===== src/rtl/cpu_ctrl_pkg.sv =====
// Shared definitions for the hardwired CPU control sequencer: opcodes, ALU codes,
// state encoding, opcode classes and instruction field positions.
package cpu_ctrl_pkg;

  localparam int OP_W   = 5;
  localparam int N_REGS = 16;
  localparam int REG_W  = 4;

  localparam int OPC_LSB = 27;
  localparam int RA_LSB  = 23;
  localparam int RB_LSB  = 19;
  localparam int RC_LSB  = 15;
  localparam int C_LSB   = 0;
  localparam int C_W     = 19;

  localparam logic [OP_W-1:0] OP_LD   = 5'd0;
  localparam logic [OP_W-1:0] OP_LDI  = 5'd1;
  localparam logic [OP_W-1:0] OP_ST   = 5'd2;
  localparam logic [OP_W-1:0] OP_ADD  = 5'd3;
  localparam logic [OP_W-1:0] OP_SUB  = 5'd4;
  localparam logic [OP_W-1:0] OP_AND  = 5'd5;
  localparam logic [OP_W-1:0] OP_OR   = 5'd6;
  localparam logic [OP_W-1:0] OP_SHR  = 5'd7;
  localparam logic [OP_W-1:0] OP_SHL  = 5'd8;
  localparam logic [OP_W-1:0] OP_ROR  = 5'd9;
  localparam logic [OP_W-1:0] OP_ROL  = 5'd10;
  localparam logic [OP_W-1:0] OP_ADDI = 5'd11;
  localparam logic [OP_W-1:0] OP_ANDI = 5'd12;
  localparam logic [OP_W-1:0] OP_ORI  = 5'd13;
  localparam logic [OP_W-1:0] OP_MUL  = 5'd14;
  localparam logic [OP_W-1:0] OP_DIV  = 5'd15;
  localparam logic [OP_W-1:0] OP_NOP  = 5'd26;
  localparam logic [OP_W-1:0] OP_HALT = 5'd27;

  // ALU operations share the opcode numbering; address arithmetic uses add.
  localparam logic [OP_W-1:0] ALU_NONE = 5'd0;
  localparam logic [OP_W-1:0] ALU_ADD  = OP_ADD;

  typedef enum logic [3:0] {
    ST_IDLE = 4'd0,
    ST_T0   = 4'd1,
    ST_T1   = 4'd2,
    ST_T2   = 4'd3,
    ST_T3   = 4'd4,
    ST_T4   = 4'd5,
    ST_T5   = 4'd6,
    ST_T6   = 4'd7,
    ST_T7   = 4'd8,
    ST_HALT = 4'd9
  } state_e;

  typedef enum logic [3:0] {
    CLS_RTYPE   = 4'd0,
    CLS_IMM     = 4'd1,
    CLS_LDI     = 4'd2,
    CLS_LD      = 4'd3,
    CLS_ST      = 4'd4,
    CLS_MULDIV  = 4'd5,
    CLS_NOP     = 4'd6,
    CLS_HALT    = 4'd7,
    CLS_ILLEGAL = 4'd8
  } op_class_e;

  function automatic logic [N_REGS-1:0] reg_onehot(input logic [REG_W-1:0] idx);
    reg_onehot = {{(N_REGS-1){1'b0}}, 1'b1} << idx;
  endfunction

endpackage


===== src/rtl/instr_decode.sv =====
// Combinational instruction decoder: opcode class plus one-hot register selects.
module instr_decode
  import cpu_ctrl_pkg::*;
(
  input  logic [31:0]       ir,
  output op_class_e         op_class,
  output logic [OP_W-1:0]   opcode,
  output logic [N_REGS-1:0] ra_sel,
  output logic [N_REGS-1:0] rb_sel,
  output logic [N_REGS-1:0] rc_sel
);

  // Low C bits only feed the datapath's sign extender, never the controller.
  logic unused_c_bits;
  assign unused_c_bits = ^ir[RC_LSB-1:C_LSB];

  assign opcode = ir[OPC_LSB +: OP_W];
  assign ra_sel = reg_onehot(ir[RA_LSB +: REG_W]);
  assign rb_sel = reg_onehot(ir[RB_LSB +: REG_W]);
  assign rc_sel = reg_onehot(ir[RC_LSB +: REG_W]);

  always_comb begin
    case (opcode)
      OP_ADD, OP_SUB, OP_AND, OP_OR,
      OP_SHR, OP_SHL, OP_ROR, OP_ROL: op_class = CLS_RTYPE;
      OP_ADDI, OP_ANDI, OP_ORI:       op_class = CLS_IMM;
      OP_LDI:                         op_class = CLS_LDI;
      OP_LD:                          op_class = CLS_LD;
      OP_ST:                          op_class = CLS_ST;
      OP_MUL, OP_DIV:                 op_class = CLS_MULDIV;
      OP_NOP:                         op_class = CLS_NOP;
      OP_HALT:                        op_class = CLS_HALT;
      default:                        op_class = CLS_ILLEGAL;
    endcase
  end

endmodule


===== src/rtl/control_sequencer.sv =====
// Hardwired fetch/decode/execute control unit driving the CPU datapath strobes.
// Optional ILLEGAL_TRAP_EN: undefined opcodes set a sticky flag and halt.
module control_sequencer
  import cpu_ctrl_pkg::*;
(
  input  logic              clock,
  input  logic              clear,
  input  logic [31:0]       ir,
  input  logic              mem_ready,
  input  logic              stop,
  output logic [N_REGS-1:0] gp_out,
  output logic [N_REGS-1:0] gp_in,
  output logic              HIout,
  output logic              LOout,
  output logic              Zhighout,
  output logic              Zlowout,
  output logic              PCout,
  output logic              MDRout,
  output logic              Cout,
  output logic              HIin,
  output logic              LOin,
  output logic              Zin,
  output logic              PCin,
  output logic              MDRin,
  output logic              MARin,
  output logic              IRin,
  output logic              Yin,
  output logic              IncPC,
  output logic              Read,
  output logic              Write,
  output logic [OP_W-1:0]   alu_op,
  output logic              running,
  output logic              illegal,
  output logic [3:0]        step
);

  state_e            state;
  state_e            state_nxt;
  state_e            end_of_instr;
  logic              stop_pend;
  op_class_e         op_class;
  logic [OP_W-1:0]   opcode;
  logic [N_REGS-1:0] ra_sel;
  logic [N_REGS-1:0] rb_sel;
  logic [N_REGS-1:0] rc_sel;

  instr_decode u_decode (
    .ir       (ir),
    .op_class (op_class),
    .opcode   (opcode),
    .ra_sel   (ra_sel),
    .rb_sel   (rb_sel),
    .rc_sel   (rc_sel)
  );

  always_ff @(posedge clock or negedge clear) begin
    if (!clear) state <= ST_IDLE;
    else        state <= state_nxt;
  end

  // A stop pulse seen mid-instruction is held until the next instruction boundary.
  always_ff @(posedge clock or negedge clear) begin
    if (!clear)                                         stop_pend <= 1'b0;
    else if (state_nxt == ST_T0 || state_nxt == ST_HALT) stop_pend <= 1'b0;
    else if (stop)                                      stop_pend <= 1'b1;
    else                                                stop_pend <= stop_pend;
  end

`ifdef ILLEGAL_TRAP_EN
  logic illegal_r;

  always_ff @(posedge clock or negedge clear) begin
    if (!clear)                                          illegal_r <= 1'b0;
    else if (state == ST_T3 && op_class == CLS_ILLEGAL) illegal_r <= 1'b1;
    else                                                 illegal_r <= illegal_r;
  end

  assign illegal = illegal_r;
`else
  assign illegal = 1'b0;
`endif

  assign step = state;

  always_comb begin
    end_of_instr = (stop || stop_pend) ? ST_HALT : ST_T0;
    state_nxt    = state;
    case (state)
      ST_IDLE: state_nxt = end_of_instr;
      ST_T0:   state_nxt = ST_T1;
      ST_T1:   state_nxt = mem_ready ? ST_T2 : ST_T1;
      ST_T2:   state_nxt = ST_T3;
      ST_T3: begin
        case (op_class)
          CLS_NOP:     state_nxt = end_of_instr;
          CLS_HALT:    state_nxt = ST_HALT;
`ifdef ILLEGAL_TRAP_EN
          CLS_ILLEGAL: state_nxt = ST_HALT;
`else
          CLS_ILLEGAL: state_nxt = end_of_instr;
`endif
          default:     state_nxt = ST_T4;
        endcase
      end
      ST_T4:   state_nxt = ST_T5;
      ST_T5: begin
        case (op_class)
          CLS_LD, CLS_ST, CLS_MULDIV: state_nxt = ST_T6;
          default:                    state_nxt = end_of_instr;
        endcase
      end
      ST_T6: begin
        case (op_class)
          CLS_LD:  state_nxt = mem_ready ? ST_T7 : ST_T6;
          CLS_ST:  state_nxt = ST_T7;
          default: state_nxt = end_of_instr;
        endcase
      end
      ST_T7: begin
        if (op_class == CLS_ST && !mem_ready) state_nxt = ST_T7;
        else                                   state_nxt = end_of_instr;
      end
      ST_HALT: state_nxt = ST_HALT;
      default: state_nxt = ST_IDLE;
    endcase
  end

  // Moore strobe decode; each state drives at most one bus-out source.
  always_comb begin
    gp_out   = '0;
    gp_in    = '0;
    HIout    = 1'b0;
    LOout    = 1'b0;
    Zhighout = 1'b0;
    Zlowout  = 1'b0;
    PCout    = 1'b0;
    MDRout   = 1'b0;
    Cout     = 1'b0;
    HIin     = 1'b0;
    LOin     = 1'b0;
    Zin      = 1'b0;
    PCin     = 1'b0;
    MDRin    = 1'b0;
    MARin    = 1'b0;
    IRin     = 1'b0;
    Yin      = 1'b0;
    IncPC    = 1'b0;
    Read     = 1'b0;
    Write    = 1'b0;
    alu_op   = ALU_NONE;
    running  = (state != ST_IDLE) && (state != ST_HALT);
    case (state)
      ST_T0: begin
        PCout = 1'b1; MARin = 1'b1; IncPC = 1'b1; Zin = 1'b1;
      end
      ST_T1: begin
        Zlowout = 1'b1; PCin = 1'b1; Read = 1'b1; MDRin = 1'b1;
      end
      ST_T2: begin
        MDRout = 1'b1; IRin = 1'b1;
      end
      ST_T3: begin
        case (op_class)
          CLS_RTYPE, CLS_IMM, CLS_LDI, CLS_LD, CLS_ST: begin
            gp_out = rb_sel; Yin = 1'b1;
          end
          CLS_MULDIV: begin
            gp_out = ra_sel; Yin = 1'b1;
          end
          default: Yin = 1'b0;
        endcase
      end
      ST_T4: begin
        Zin = 1'b1;
        case (op_class)
          CLS_RTYPE:  begin gp_out = rc_sel; alu_op = opcode;  end
          CLS_IMM:    begin Cout = 1'b1;     alu_op = opcode;  end
          CLS_MULDIV: begin gp_out = rb_sel; alu_op = opcode;  end
          default:    begin Cout = 1'b1;     alu_op = ALU_ADD; end
        endcase
      end
      ST_T5: begin
        Zlowout = 1'b1;
        case (op_class)
          CLS_LD, CLS_ST: MARin = 1'b1;
          CLS_MULDIV:     LOin  = 1'b1;
          default:        gp_in = ra_sel;
        endcase
      end
      ST_T6: begin
        case (op_class)
          CLS_LD:     begin Read = 1'b1;     MDRin = 1'b1; end
          CLS_ST:     begin gp_out = ra_sel; MDRin = 1'b1; end
          CLS_MULDIV: begin Zhighout = 1'b1; HIin = 1'b1;  end
          default:    MDRin = 1'b0;
        endcase
      end
      ST_T7: begin
        case (op_class)
          CLS_LD:  begin MDRout = 1'b1; gp_in = ra_sel; end
          CLS_ST:  Write = 1'b1;
          default: Write = 1'b0;
        endcase
      end
      default: running = 1'b0;
    endcase
  end

endmodule


===== config.mk =====
export PLATFORM = sky130hd
export DESIGN_NAME = control_sequencer
export DESIGN_NICKNAME = d
export VERILOG_FILES = /design/src/rtl/cpu_ctrl_pkg.sv /design/src/rtl/instr_decode.sv /design/src/rtl/control_sequencer.sv
export SDC_FILE = /design/constraint.sdc
export NUM_CORES = 1
export LEC_CHECK = 0
export BUFFER_PORTS_ARGS = -buffer_cell sky130_fd_sc_hd__buf_2
export CAP_MARGIN = 10
export CORE_MARGIN = 10
export CORE_UTILIZATION = 30
export DETAILED_ROUTE_END_ITERATION = 16
export PLACE_DENSITY_LB_ADDON = 0.08
export REMOVE_ABC_BUFFERS = 1
export SKIP_CTS_REPAIR_TIMING = 1
export SLEW_MARGIN = 10
export SYNTH_ARGS = -nofsm -noshare
export SYNTH_HDL_FRONTEND = slang
export SYNTH_SLANG_ARGS = --single-unit

===== constraint.sdc =====
create_clock -name clock -period 4.45 [get_ports clock]
set_input_delay 0.6675 -clock clock [delete_from_list [all_inputs] [get_ports clock]]
set_output_delay 0.6675 -clock clock [all_outputs]
set_load 0.01 [all_outputs]

==> summary.md <==
| Metric | Value |
|---|---|
| Status | `finished, final reports clean` |
| TritonRoute pass-1 iters | `4` |
| Cells after Synth | `203` |
| All-Layer GR Usage | `approximately an eighth` |
| Core area | `4660 um2` |
| Reg clk slew, reported paths | `~0.040 ns` |
| Via count | `1,722` |
| Slew headroom | `a little over half` |
| Int Power | `274 uW` |
| Clock power share | `between 10 and 15%` |
| Commonest cells post-synth | `nor2_1, nand3_1, nor3_1, o211ai_1` |
| Cell family contributing the most delay on the critical path | `simple AND/OR/NAND/NOR gates` |
| Clock period minus worst slack | `roughly 3.4 ns` |
| Share of the synthesized area in the top cell type | `between 8 and 9%` |
| Synth unique cells | `55` |
| DP Wirelength | `roughly 4300 um` |
| FP Rows | `25` |
| Clk buf depth | `2` |
| CTS H-tree lvls | `1` |
| Placed Area | `around 1800 um2` |
| IO Count | `between 90 and 100` |
| Final ANT Viol Nets | `0` |
| Final setup vio count | `0` |
| Period Utilization, post-route | `between 70% and 80%` |
| Comb pwr share | `between 50 and 60%` |
| Count leader, synth | `nor2_1` |
| Initial antenna violation count | `0` |
| Die area | `approximately 7900 um2` |
| CTS tree | `yes` |
| Most used cell, CP | `buf_2` |
| RSZ-0062 raised after global routing | `false` |
| Total grt overflow | `0` |
| Post-synth EDFFs | `0` |
| CP endpoint kind | `output port` |
| Req. time, crit path | `roughly 3.8 ns` |
| Number of buffers created by CTS | `3` |
| Max-slew violation count | `0` |
| Reg-to-Reg Start | `step[2]` |
| Antenna cells | `0` |
| Initial drt markers | `~150` |
| HP Class | `in -> async` |
| First-pass GRT wire length | `slightly above 8000 um` |
| Total power | `around 560 uW` |
| Post-Route Skew | `0.00180 ns` |
| Switching share of power | `between 50% and 60%` |
| Design Area, Final | `about 1800 um2` |
| Slowest CP cell | `or4_4` |
| Final net count | `about 300` |
| P_leak | `0.000828 uW` |
| Max incr delay on CP | `between 0.6 and 0.7 ns` |
| Crit path DAT | `around 2.8 ns` |
| Root buffer cell | `clkbuf_8` |
| Clock Latency Late Sink | `0.22 ns` |
| Worst-margin pin slew | `around 0.7 ns` |
| Fin Setup TNS | `0 ns` |
| GPL Wtd Cong | `0.803` |
| Vias/cell | `between 5 and 6` |
| Initial Util | `a little under a third` |
| Yosys Warn Count | `0` |
| Max Cap Viol | `0` |
| Flop and latch count out of synthesis | `5` |
| CP Launch Type | `primary input` |
| Final core occ | `38.6%` |
| IO buf count | `between 70 and 80` |
| Synth async-reset ratio | `between 90% and 100%` |
| Psw | `around 280 uW` |
| Simple-gate portion of the synthesized area | `a little under half` |
| WL final | `about 5400 um` |
| Mean post-synth cell area | `between 7 and 8 um2` |
| Crit Path Category | `in -> out` |
| Seq/Total Area, Yosys | `8.79%` |
| Avg WL per Cell | `16.9 um` |
| Mapped Area | `around 1400 um2` |
| Num Clock Sinks | `5` |
| Top area cells in the synthesized netlist | `dfrtp_1, nor2_1, nand3_1` |
| Critical Path Fanout Max | `14` |
| # fillers | `between 500 and 600` |
| Worst Setup SP | `ir[31]` |
| Main combinational cell family by area after synthesis | `simple AND/OR/NAND/NOR gates` |
| Power density over cell area | `approximately 310 nW/um2` |
| Drt drc | `0` |
| Die W | `approximately 89 um` |
| Layout cells sized above 1 | `39.5%` |
| Final hold violation count | `0` |
| Vias in the first global route | `1,576` |
| VDD IR max | `between 100 and 150 uV` |
| Buf+Inv Stages, Crit Path | `2` |
| Ys flop type | `dfrtp_1` |
| Area delta synth->final | `26.4%` |
| Largest net degree at the start of global routing | `21` |
| Adder-cell share of the synthesized area | `0%` |
| Peak Freq | `0.290 GHz` |
| Cell breakdown of the critical path | `buf_2, or4_4, o32ai_4, nand3_1, o221ai_1, buf_2` |
| Compound-cell area share of the yosys netlist | `between 30% and 40%` |
| Die Ht | `between 80 and 90 um` |
| Mux cell area share after synthesis | `0%` |
| Post-synthesis xor/xnor area fraction | `1.85%` |
| Sequential share of power | `between 20% and 30%` |
| Area leader, netlist | `dfrtp_1` |
## area by class of cell
type	count	area [um2]	area share (%)
sequential	5	125	6.95
timing repair buffer	78	393	21.8
clock buffer	4	45.0	2.50
tap	54	67.6	3.76
multi-input combinational	173	1150	63.7
inverter	6	22.5	1.25
## layout by cell type, fill, tap and decap left out, drive strengths merged, types with 3 or more instances in the layout
master,count
nor2,32
conb,4
o21ai,11
nand2b,7
nor3,12
buf,78
nand4,4
nand2,9
o221ai,7
o211ai,11
a21oi,4
or2,3
inv,6
nor2b,3
nand3b,6
xnor2,3
nand4b,3
nand3,20
clkbuf,4
dfrtp,5
nor3b,4
## sequential cells by signal, summed over array words and instances (netlist names)
signal and flops:
step 4, stop_pend 1
## cells by family after synthesis
family | count (synthesis)
other | 1
buffers and inverters | 28
AND/OR/NAND/NOR | 116
flip-flops | 5
AO/OA/AOI/OAI | 50
XOR/XNOR | 3
## metal layers
metal  part of all wire, %  vias to the layer above  track usage [%]
li1                      -                      878                -
met4                  0.74                        0             2.64
met5                     0                        -                0
met1                    47                      772             18.1
met3                   9.0                        4             2.64
met2                    44                       68             19.6
## power groups by stage
stage / combinational, uW / clock (uW) / sequential, uW
global placement: 330 / 0 / 146
global route: 361 / 86.4 / 152
finish: 329 / 82.5 / 146
CTS: 334 / 84.2 / 145
floorplan: 202 / 0 / 126
detailed placement: 333 / 0 / 145
## worst paths after layout
check | end | cells after the start | slack (ns)
min in group clock | stop_pend | 2 | 0.60
max in group asynchronous | step[1] | 1 | 4.07
setup / recovery | gp_out[6] | 6 | 1.01
hold / removal | stop_pend | 1 | 0.25
hold reg to reg | stop_pend | 2 | 0.60
setup reg to reg | step[3] | 4 | 2.46
## per-stage QoR
step                cells  hold WS (ns)  setup WS [ns]
finish                320         0.254           1.01
global route          320         0.269          0.821
CTS                   320         0.257           1.00
detailed placement    316         0.488           1.00
global placement      316         0.486           1.01
floorplan             184         0.372           1.53
No activity file was read; power rests on OpenSTA's default activity.
